[config.mk]
export PLATFORM = sky130hd
export DESIGN_NAME = rptr_empty_ctrl_flat
export DESIGN_NICKNAME = d
export VERILOG_FILES = /design/src/rtl/rptr_empty_ctrl_if.sv /design/src/rtl/rptr_empty_ctrl.sv /design/src/flat_wrapper.sv
export SDC_FILE = /design/constraint.sdc
export NUM_CORES = 1
export LEC_CHECK = 0
export ABC_CLOCK_PERIOD_IN_PS = 2350
export BUFFER_PORTS_ARGS = -buffer_cell sky130_fd_sc_hd__buf_2
export CORE_MARGIN = 4
export CORE_UTILIZATION = 50
export DETAILED_ROUTE_END_ITERATION = 6
export PLACE_DENSITY = 0.74
export SYNTH_ARGS = -nofsm -noshare
export SYNTH_HDL_FRONTEND = slang
export SYNTH_SLANG_ARGS = --single-unit
[constraint.sdc]
create_clock -name rclk -period 2.35 [get_ports rclk]
set_input_delay 0.1175 -clock rclk [delete_from_list [all_inputs] [get_ports rclk]]
set_output_delay 0.1175 -clock rclk [all_outputs]
set_load 0.01 [all_outputs]
[src/rtl/rptr_empty_ctrl_if.sv]
// rtl/rptr_empty_ctrl_if.sv - read-side pointer/empty-flag bundle for the async FIFO
//
// Groups the signals exchanged between the read-pointer controller and the
// read-domain environment: the consumer's read request, the synchronized Gray
// write pointer coming in, and the address / pointer / status flags going out.
//
// Signals:
//   rinc        consumer read request
//   wptr_sync   Gray write pointer already synchronized into rclk
//   raddr       RAM read address
//   rptr        Gray read pointer, to the read-to-write synchronizer
//   rempty      registered FIFO-empty flag
//   runderflow  sticky flag, read attempted while empty
//   rfill       registered fill level        (RD_FILL_LEVEL_EN only)
//   raempty     registered almost-empty flag (RD_FILL_LEVEL_EN only)
//
// Modports:
//   slave   the controller (rptr_empty_ctrl)
//   master  the read-domain environment driving rinc / wptr_sync
//
// Optional macro: RD_FILL_LEVEL_EN adds rfill and raempty.

interface rptr_empty_ctrl_if #(
  parameter int ADDRSIZE = 9
);
  logic                rinc;
  logic [ADDRSIZE:0]   wptr_sync;
  logic [ADDRSIZE-1:0] raddr;
  logic [ADDRSIZE:0]   rptr;
  logic                rempty;
  logic                runderflow;
`ifdef RD_FILL_LEVEL_EN
  logic [ADDRSIZE:0]   rfill;
  logic                raempty;
`endif

  modport slave (
    input  rinc,
    input  wptr_sync,
    output raddr,
    output rptr,
    output rempty,
`ifdef RD_FILL_LEVEL_EN
    output rfill,
    output raempty,
`endif
    output runderflow
  );

  modport master (
    output rinc,
    output wptr_sync,
    input  raddr,
    input  rptr,
    input  rempty,
`ifdef RD_FILL_LEVEL_EN
    input  rfill,
    input  raempty,
`endif
    input  runderflow
  );
endinterface

[src/rtl/rptr_empty_ctrl.sv]
// rtl/rptr_empty_ctrl.sv - async FIFO read pointer and empty-flag controller
//
// Lives in the rclk domain, directly downstream of the write-to-read pointer
// synchronizer. Keeps a binary read counter, derives the RAM read address and
// the Gray read pointer returned to the write side, and produces a registered
// empty flag plus a sticky underflow flag.
//
// Ports:
//   rclk   read-domain clock
//   r_rst  synchronous active-high reset, highest priority
//   bus    rptr_empty_ctrl_if.slave: rinc, wptr_sync in;
//          raddr, rptr, rempty, runderflow (rfill, raempty) out
//
// Parameters:
//   ADDRSIZE       RAM address width, depth 2^ADDRSIZE, pointers ADDRSIZE+1 bits
//   AEMPTY_THRESH  almost-empty threshold in words (RD_FILL_LEVEL_EN only)
//
// Optional macro: RD_FILL_LEVEL_EN adds the registered fill level and the
// almost-empty flag.

module rptr_empty_ctrl #(
  parameter int ADDRSIZE = 9
`ifdef RD_FILL_LEVEL_EN
  , parameter int AEMPTY_THRESH = 4
`endif
) (
  input  logic                 rclk,
  input  logic                 r_rst,
  rptr_empty_ctrl_if.slave     bus
);

  logic [ADDRSIZE:0] r_rbin;
  logic [ADDRSIZE:0] r_rptr;
  logic              r_rempty;
  logic              r_runderflow;

  logic              w_accept;
  logic [ADDRSIZE:0] w_rbin_next;
  logic [ADDRSIZE:0] w_rgray_next;

  // A request while the registered flag says empty is refused outright, even
  // if wptr_sync has just moved; the flag catches up on this same edge.
  assign w_accept     = bus.rinc & ~r_rempty;
  assign w_rbin_next  = r_rbin + {{ADDRSIZE{1'b0}}, w_accept};
  assign w_rgray_next = (w_rbin_next >> 1) ^ w_rbin_next;

  // Comparing the next Gray pointer (not the current one) lets empty assert on
  // the very edge that consumes the last word, with no stale-cycle window.
  always_ff @(posedge rclk) begin
    if (r_rst) begin
      r_rbin       <= '0;
      r_rptr       <= '0;
      r_rempty     <= 1'b1;
      r_runderflow <= 1'b0;
    end else begin
      r_rbin   <= w_rbin_next;
      r_rptr   <= w_rgray_next;
      r_rempty <= (w_rgray_next == bus.wptr_sync);
      if (bus.rinc && r_rempty) begin
        r_runderflow <= 1'b1;
      end
    end
  end

  assign bus.raddr      = r_rbin[ADDRSIZE-1:0];
  assign bus.rptr       = r_rptr;
  assign bus.rempty     = r_rempty;
  assign bus.runderflow = r_runderflow;

`ifdef RD_FILL_LEVEL_EN
  localparam logic [ADDRSIZE:0] AEMPTY_LVL = (ADDRSIZE+1)'(AEMPTY_THRESH);

  logic [ADDRSIZE:0] w_wbin_s;
  logic [ADDRSIZE:0] w_rfill_next;
  logic [ADDRSIZE:0] r_rfill;
  logic              r_raempty;

  // Gray to binary: bit i is the XOR of all Gray bits from the MSB down to i.
  always_comb begin
    w_wbin_s = '0;
    for (int i = 0; i <= ADDRSIZE; i++) begin
      w_wbin_s[i] = ^(bus.wptr_sync >> i);
    end
  end

  // Uses the synchronized (delayed) write pointer, so the level can only
  // under-report occupancy, never over-report it.
  assign w_rfill_next = w_wbin_s - w_rbin_next;

  always_ff @(posedge rclk) begin
    if (r_rst) begin
      r_rfill   <= '0;
      r_raempty <= 1'b1;
    end else begin
      r_rfill   <= w_rfill_next;
      r_raempty <= (w_rfill_next <= AEMPTY_LVL);
    end
  end

  assign bus.rfill   = r_rfill;
  assign bus.raempty = r_raempty;
`endif

endmodule
[src/flat_wrapper.sv]
// flat-port wrapper written by rule: the top's interface ports become plain ports
module rptr_empty_ctrl_flat 
#(
  parameter int ADDRSIZE = 9

)
  (rclk, r_rst, bus_rinc, bus_wptr_sync, bus_raddr, bus_rptr, bus_rempty, bus_runderflow);
  rptr_empty_ctrl_if #(.ADDRSIZE(ADDRSIZE)) bus_i ();
  input  logic rclk;
  input  logic r_rst;
  input wire logic [$bits(bus_i.rinc)-1:0] bus_rinc;
  input wire logic [$bits(bus_i.wptr_sync)-1:0] bus_wptr_sync;
  output wire logic [$bits(bus_i.raddr)-1:0] bus_raddr;
  output wire logic [$bits(bus_i.rptr)-1:0] bus_rptr;
  output wire logic [$bits(bus_i.rempty)-1:0] bus_rempty;
  output wire logic [$bits(bus_i.runderflow)-1:0] bus_runderflow;
  assign bus_i.rinc = bus_rinc;
  assign bus_i.wptr_sync = bus_wptr_sync;
  assign bus_raddr = bus_i.raddr;
  assign bus_rptr = bus_i.rptr;
  assign bus_rempty = bus_i.rempty;
  assign bus_runderflow = bus_i.runderflow;
  rptr_empty_ctrl #(.ADDRSIZE(ADDRSIZE)) u_core (.rclk(rclk), .r_rst(r_rst), .bus(bus_i));
endmodule
==> results.md, run 1 <==
- Post-CTS setup repair buffer count: 0
- Logic pwr share: 0.114
- CTS H-tree lvls: 1
- Post-Place Cell Area: 1310 sq um
- Reg2Reg Depth: 9
- VDD IR max: 0.369 mV
- Initial antenna violation count: 0
- Max_slew headroom: 0.619
- Main synth FF type: dfxtp_1
- Sw Share: 0.246
- Area grow syn2layout: 24.5%
- Worst Path Buf+Inv: 0
- CP Cell Sequence: nor2b_1, ha_1, ha_4, and3b_2, a21oi_1, o32ai_2, xor2_2, xor2_1, a41o_1
- Initial Util: 0.546
- Ys async rst share: 0
- Multi-input gate area: 687 sq um
- Clock root buffer: clkbuf_4
- Port bufs: 33
- Die X-Extent: 55.0 microns
- Post-Layout Inst Area: 1370 sq um
- DR DRC count: 0
- DR WL/cell: 12.7 microns
- Fin crit period: 2160 ps
- Pre-CTS setup slack: 193 ps
- Share of layout cells above drive strength 1: 0.357
- CP Capture Type: register
- Largest net degree at the start of global routing: 22
- DR vias/cell: 4.98
- Syn Std Cell Area: 1100 sq um
- # IOs: 34
- Crit-path leading delay family: compound AO/OA/AOI/OAI gates
- Row Count: 16
- Psw: 151 uW
- Synth unique cells: 30
- Core box area: 2020 sq um
- Post-synth EDFFs: 0
- Critical path required time: 2560 ps
- Diode count: 0
- Clock share of power: 0.288
- Hold path cells: 3
- #FFs+latches synth: 21
- Crit path setup slack, layout: 194 ps
- Filler cell count: 176
- Slowest cell on crit path: dfxtp_1
- Crit start category: register
- Clk slew on worst S/H paths: 110 ps
- Maximum fanout along the worst path: 5
- CTS tree: built
- Setup tns final: 0 ps
- # nets final: 170
- Sequential share of power: 0.598
- Pwr dens: 447 nW/um^2
- Max-cap violations: 0
- Detailed Place HPWL: 1.75 mm
- Fin. Hold Viols: 0
- Synthesized net count: 134
- GRT Total Usage: 0.176
- Crit path largest cell delay: 370 ps
- RSZ-0062 raised after global routing: false
- Status: complete, no violations
- Critical path type: reg -> reg
- Seq/Total Area, Yosys: 0.381
- Clk buf depth: 2
- Number of global-route vias before repair: 871
- Cts hold-fix bufs: 0
- Crit share post-route: 0.917
- DRT antenna net count: 0
- Mapped Avg Cell Area: 9.27 sq um
- Arr. time, crit path: 2370 ps
- FF+latch area: 420 sq um
- Clk_lat worst skew: 310 ps
- Post-Route WL: 2.29 mm
- Post-Synthesis Cells: 119
- Leak: 0.000574 uW
- Post-synth top cells: dfxtp_1 (21), nor2_1 (21), xnor2_1 (17)
- 1st-pass router iterations: 4
- Final setup vio count: 0
- Final Max Tran Viols: 0
- Die area: 3020 sq um
- FMAX: 464 MHz
- Clk sinks: 21
- Final GP Congestion: 0.937
- Num CTS Buffers: 3
- Via count: 901
- Clk_skew: 1.49 ps
- Cell type with the largest total area after synthesis: dfxtp_1
- Top cells by area, synth: dfxtp_1 (38%), xnor2_1 (13%), xor2_1 (10%)
- Synth top area share: 0.381
- Worst-margin pin slew: 568 ps
- Warnings, synthesis: 0
- WP depth: 9
- First-pass GRT wire length: 3.80 mm
- Grt ovf: 0
- Int Pwr: 464 uW
- Worst hold path type: in -> reg
- Power Total: 615 uW
- Fin Hold WS: 41.7 ps
- First DRT Iteration DRCs: 12
- Die height: 55.0 microns
==> layer usage <==
metal | vias to the layer above | share of wire | GRT usage | routed length, microns
li1 | 467 | - | - | -
met1 | 409 | 0.43 | 0.219 | 991
met2 | 20 | 0.50 | 0.291 | 1150
met3 | 5 | 0.047 | 0.0241 | 107
met4 | 0 | 0.019 | 0.0972 | 44
met5 | - | 0 | 0 | 0
==> logic make-up (layout without fill, tap and decap cells) <==
| group | after synthesis | after routing | synth area share |
|---|---|---|---|
| simple gates | 44 | 44 | 0.212 |
| xor+xnor | 30 | 30 | 0.238 |
| flops | 21 | 21 | 0.381 |
| compound gates | 13 | 13 | 0.105 |
| buf+inv | 8 | 43 | 0.0317 |
| fa+ha+maj | 2 | 2 | 0.0227 |
| mux | 1 | 1 | 0.00907 |
==> area by class of cell <==
class | instances | area share
multi-input cells | 90 | 0.500
flip-flops and latches | 21 | 0.306
repair buffers | 38 | 0.148
well taps | 27 | 0.0246
clock buffers | 4 | 0.0191
inverters | 1 | 0.00273
==> tightest hold or removal path, delay by kind of cell <==
kind            cells  cell delay (ps)
buf+inv             1               90
compound gates      1               50
simple gates        1               70
==> power groups by stage <==
stage          clock network, uW  registers [uW]  logic (uW)
6_report                     177             367        70.0
5_1_grt                      194             369        76.6
4_1_cts                      183             367        67.9
3_5_place_dp                   0             375        67.6
3_3_place_gp                   0             375        65.7
2_1_floorplan                  0             378        38.1
==> registers in the layout, indices dropped and copies added (netlist names) <==
signal,cells
u_core.bus.runderflow,1
u_core.r_rbin,9
u_core.bus.rempty,1
u_core.bus.rptr,10
==> final timing paths <==
kind	from	to	slack (ps)
setup reg to reg	u_core.bus.rempty	u_core.bus.rempty	190
hold reg to reg	u_core.bus.runderflow	u_core.bus.runderflow	480
hold / removal	bus_rinc	u_core.bus.runderflow	40
setup / recovery	u_core.bus.rempty	u_core.bus.rempty	190
==> through the flow <==
step	util	cells
after global routing	0.679	181
after floorplan	-	119
after detailed placement	0.647	177
after CTS	0.660	181
after global placement	0.647	177
final	0.679	181
==> cells in the final DEF, fill, tap and decap left out, types with 2 or more instances in the layout <==
cell	n
nor4b_1	2
buf_4	5
nand2_1	5
o22ai_2	2
a21oi_1	5
nor2_1	21
nor3_2	2
o32ai_2	2
nor2b_1	3
dfxtp_1	21
clkbuf_4	3
xnor2_1	17
buf_2	33
nand4_1	2
xor2_1	12
nand3_2	2
==> repair_timing <==
| action | 4_1_cts | 5_1_grt |
|---|---|---|
| gates resized for setup | 0 | 6 |
| endpoints found under the hold margin | 0 | 0 |
| endpoints found under the setup margin | 0 | 1 |
Note: power is estimated with default switching activity, not from simulation.
==> run 2, diff against run 1 <==
--- a/config.mk
+++ b/config.mk
@@ -7,10 +7,11 @@
 export LEC_CHECK = 0
 export ABC_CLOCK_PERIOD_IN_PS = 2350
 export BUFFER_PORTS_ARGS = -buffer_cell sky130_fd_sc_hd__buf_2
-export CORE_MARGIN = 4
+export CORE_MARGIN = 2
 export CORE_UTILIZATION = 50
 export DETAILED_ROUTE_END_ITERATION = 6
 export PLACE_DENSITY = 0.74
+export RECOVER_POWER = 100
 export SYNTH_ARGS = -nofsm -noshare
 export SYNTH_HDL_FRONTEND = slang
 export SYNTH_SLANG_ARGS = --single-unit
==> results.md, run 2 (same netlist as run 1, synthesis figures left out) <==
- Status: complete, no violations (unchanged)
- Critical path required time: 2600 ps (was 2560 ps)
- Row Count: 17 (was 16)
- Critical path type: reg -> reg (unchanged)
- Detailed Place HPWL: 1.64 mm (was 1.75 mm)
- Max-cap violations: 0 (unchanged)
- CTS H-tree lvls: 1 (unchanged)
- Die X-Extent: 51.0 microns (was 55.0 microns)
- Initial Util: 0.514 (was 0.546)
- Clk_skew: 1.56 ps (was 1.49 ps)
- Core box area: 2150 sq um (was 2020 sq um)
- Initial antenna violation count: 0 (unchanged)
- DR WL/cell: 11.6 microns (was 12.7 microns)
- Area grow syn2layout: 18.5% (was 24.5%)
- First DRT Iteration DRCs: 9 (was 12)
- Num CTS Buffers: 3 (unchanged)
- Share of layout cells above drive strength 1: 0.179 (was 0.357)
- Diode count: 0 (unchanged)
- Largest net degree at the start of global routing: 22 (unchanged)
- Setup tns final: 0 ps (unchanged)
- Cts hold-fix bufs: 0 (unchanged)
- Cell mode on critical path: ha_1
- Number of global-route vias before repair: 812 (was 871)
- Leak: 0.000485 uW (was 0.000574 uW)
- VDD IR max: 0.429 mV (was 0.369 mV)
- Commonest non-fill, non-tap cell in the layout: clkbuf_1 (was buf_2)
- Die area: 2600 sq um (was 3020 sq um)
- Worst hold path type: in -> reg (unchanged)
- Final setup vio count: 0 (unchanged)
- Filler cell count: 214 (was 176)
- Fin crit period: 2180 ps (was 2160 ps)
- Most frequent cells in the layout: clkbuf_1 (25), nor2_1 (22), dfxtp_1 (21), xnor2_1 (17), buf_2 (14) (was buf_2 (33), nor2_1 (21), dfxtp_1 (21), xnor2_1 (17), xor2_1 (12))
- # nets final: 172 (was 170)
- Final GP Congestion: 0.840 (was 0.937)
- Die height: 51.0 microns (was 55.0 microns)
- Fin Hold WS: 45.7 ps (was 41.7 ps)
- DRT antenna net count: 0 (unchanged)
- Post-Route WL: 2.14 mm (was 2.29 mm)
- DR vias/cell: 5.03 (was 4.98)
- Grt ovf: 0 (unchanged)
- Fin. Hold Viols: 0 (unchanged)
- CP Capture Type: register (unchanged)
- Placed cells: 179 (was 177)
- Max reg flops: 10 (unchanged)
- Crit share post-route: 0.927 (was 0.917)
- Clk sinks: 21 (unchanged)
- CP Cell Sequence: nor2b_1, ha_1, ha_1, and3b_2, a21oi_1, o22ai_2, xnor2_1, nor4_2, a41o_1 (was nor2b_1, ha_1, ha_4, and3b_2, a21oi_1, o32ai_2, xor2_2, xor2_1, a41o_1)
- First-pass GRT wire length: 3.43 mm (was 3.80 mm)
- Clk_lat worst skew: 300 ps (was 310 ps)
- Clock root buffer: clkbuf_4 (unchanged)
- Crit-path leading delay family: simple AND/OR/NAND/NOR gates (was compound AO/OA/AOI/OAI gates)
- # IOs: 34 (unchanged)
- Clk slew on worst S/H paths: 110 ps (about the same)
- Crit path largest cell delay: 340 ps (was 370 ps)
- Slowest cell on crit path: dfxtp_1 (unchanged)
- Non-filler cells in the finished layout: 184 (was 181)
- Port bufs: 33 (unchanged)
- DR DRC count: 0 (unchanged)
- Crit start category: register (unchanged)
- GRT Total Usage: 0.175 (was 0.176)
- Worst Path Buf+Inv: 0 (unchanged)
- Arr. time, crit path: 2430 ps (was 2370 ps)
- Via count: 926 (was 901)
- Clk buf depth: 2 (unchanged)
- 1st-pass router iterations: 4 (unchanged)
- Final Max Tran Viols: 0 (unchanged)
- FMAX: 459 MHz (was 464 MHz)
- Final Core Density: 0.609 (was 0.679)
- Maximum fanout along the worst path: 5 (unchanged)
- Worst-margin pin slew: 406 ps (was 568 ps)
- Max_slew headroom: 0.728 (was 0.619)
- Pwr dens: 459 nW/um^2 (was 447 nW/um^2)
- CTS tree: built (unchanged)
-- run 2: worst reg2reg max path, cell delays in order (launching register included) --
cell	delay [ps]
dfxtp_1	340
nor2b_1	120
ha_1	180
ha_1	240
and3b_2	250
a21oi_1	200
o22ai_2	130
xnor2_1	170
nor4_2	320
a41o_1	200
-- run 2: what timing repair did --
item,CTS,global route
endpoints found under the setup margin,0,1
setup buffers,0,1
resized for setup,0,1
hold endpoints to repair,0,0
-- run 2: path summary, 6_finish.rpt --
path / from / endpoint / slack (ps) / cells after the start
setup / recovery: u_core.bus.rempty / u_core.bus.rempty / 170 / 9
hold / removal: bus_rinc / u_core.bus.runderflow / 50 / 3
setup reg to reg: u_core.bus.rempty / u_core.bus.rempty / 170 / 9
hold reg to reg: u_core.bus.runderflow / u_core.bus.runderflow / 480 / 2
-- run 2: through the flow --
step / power [uW] / area (sq um) / worst slack, ps
6_report: 601 / 1310 / 172
5_1_grt: 631 / 1310 / -5.53
4_1_cts: 610 / 1340 / 128
3_5_place_dp: 443 / 1320 / 165
3_3_place_gp: 440 / 1320 / 257
2_1_floorplan: 417 / 1100 / 243
-- run 2: area by class of cell --
type / instances / area (sq um) / share of cell area
multi-input combinational: 90 / 647 / 0.495
sequential: 21 / 420 / 0.322
timing repair buffer: 40 / 175 / 0.134
tap: 28 / 35.0 / 0.0268
clock buffer: 4 / 26.3 / 0.0201
inverter: 1 / 3.75 / 0.00287
-- run 2: layer usage --
layer / GRT usage / routed length (microns)
met5: 0 / 0
met4: 0.0811 / 24
met1: 0.219 / 993
met2: 0.294 / 1010
met3: 0.0234 / 103
-- run 2: where the power goes --
| part | switching (uW) | internal, uW |
|---|---|---|
| combinational | 34.6 | 30.9 |
| clock | 102 | 66.2 |
| sequential | 3.89 | 363 |
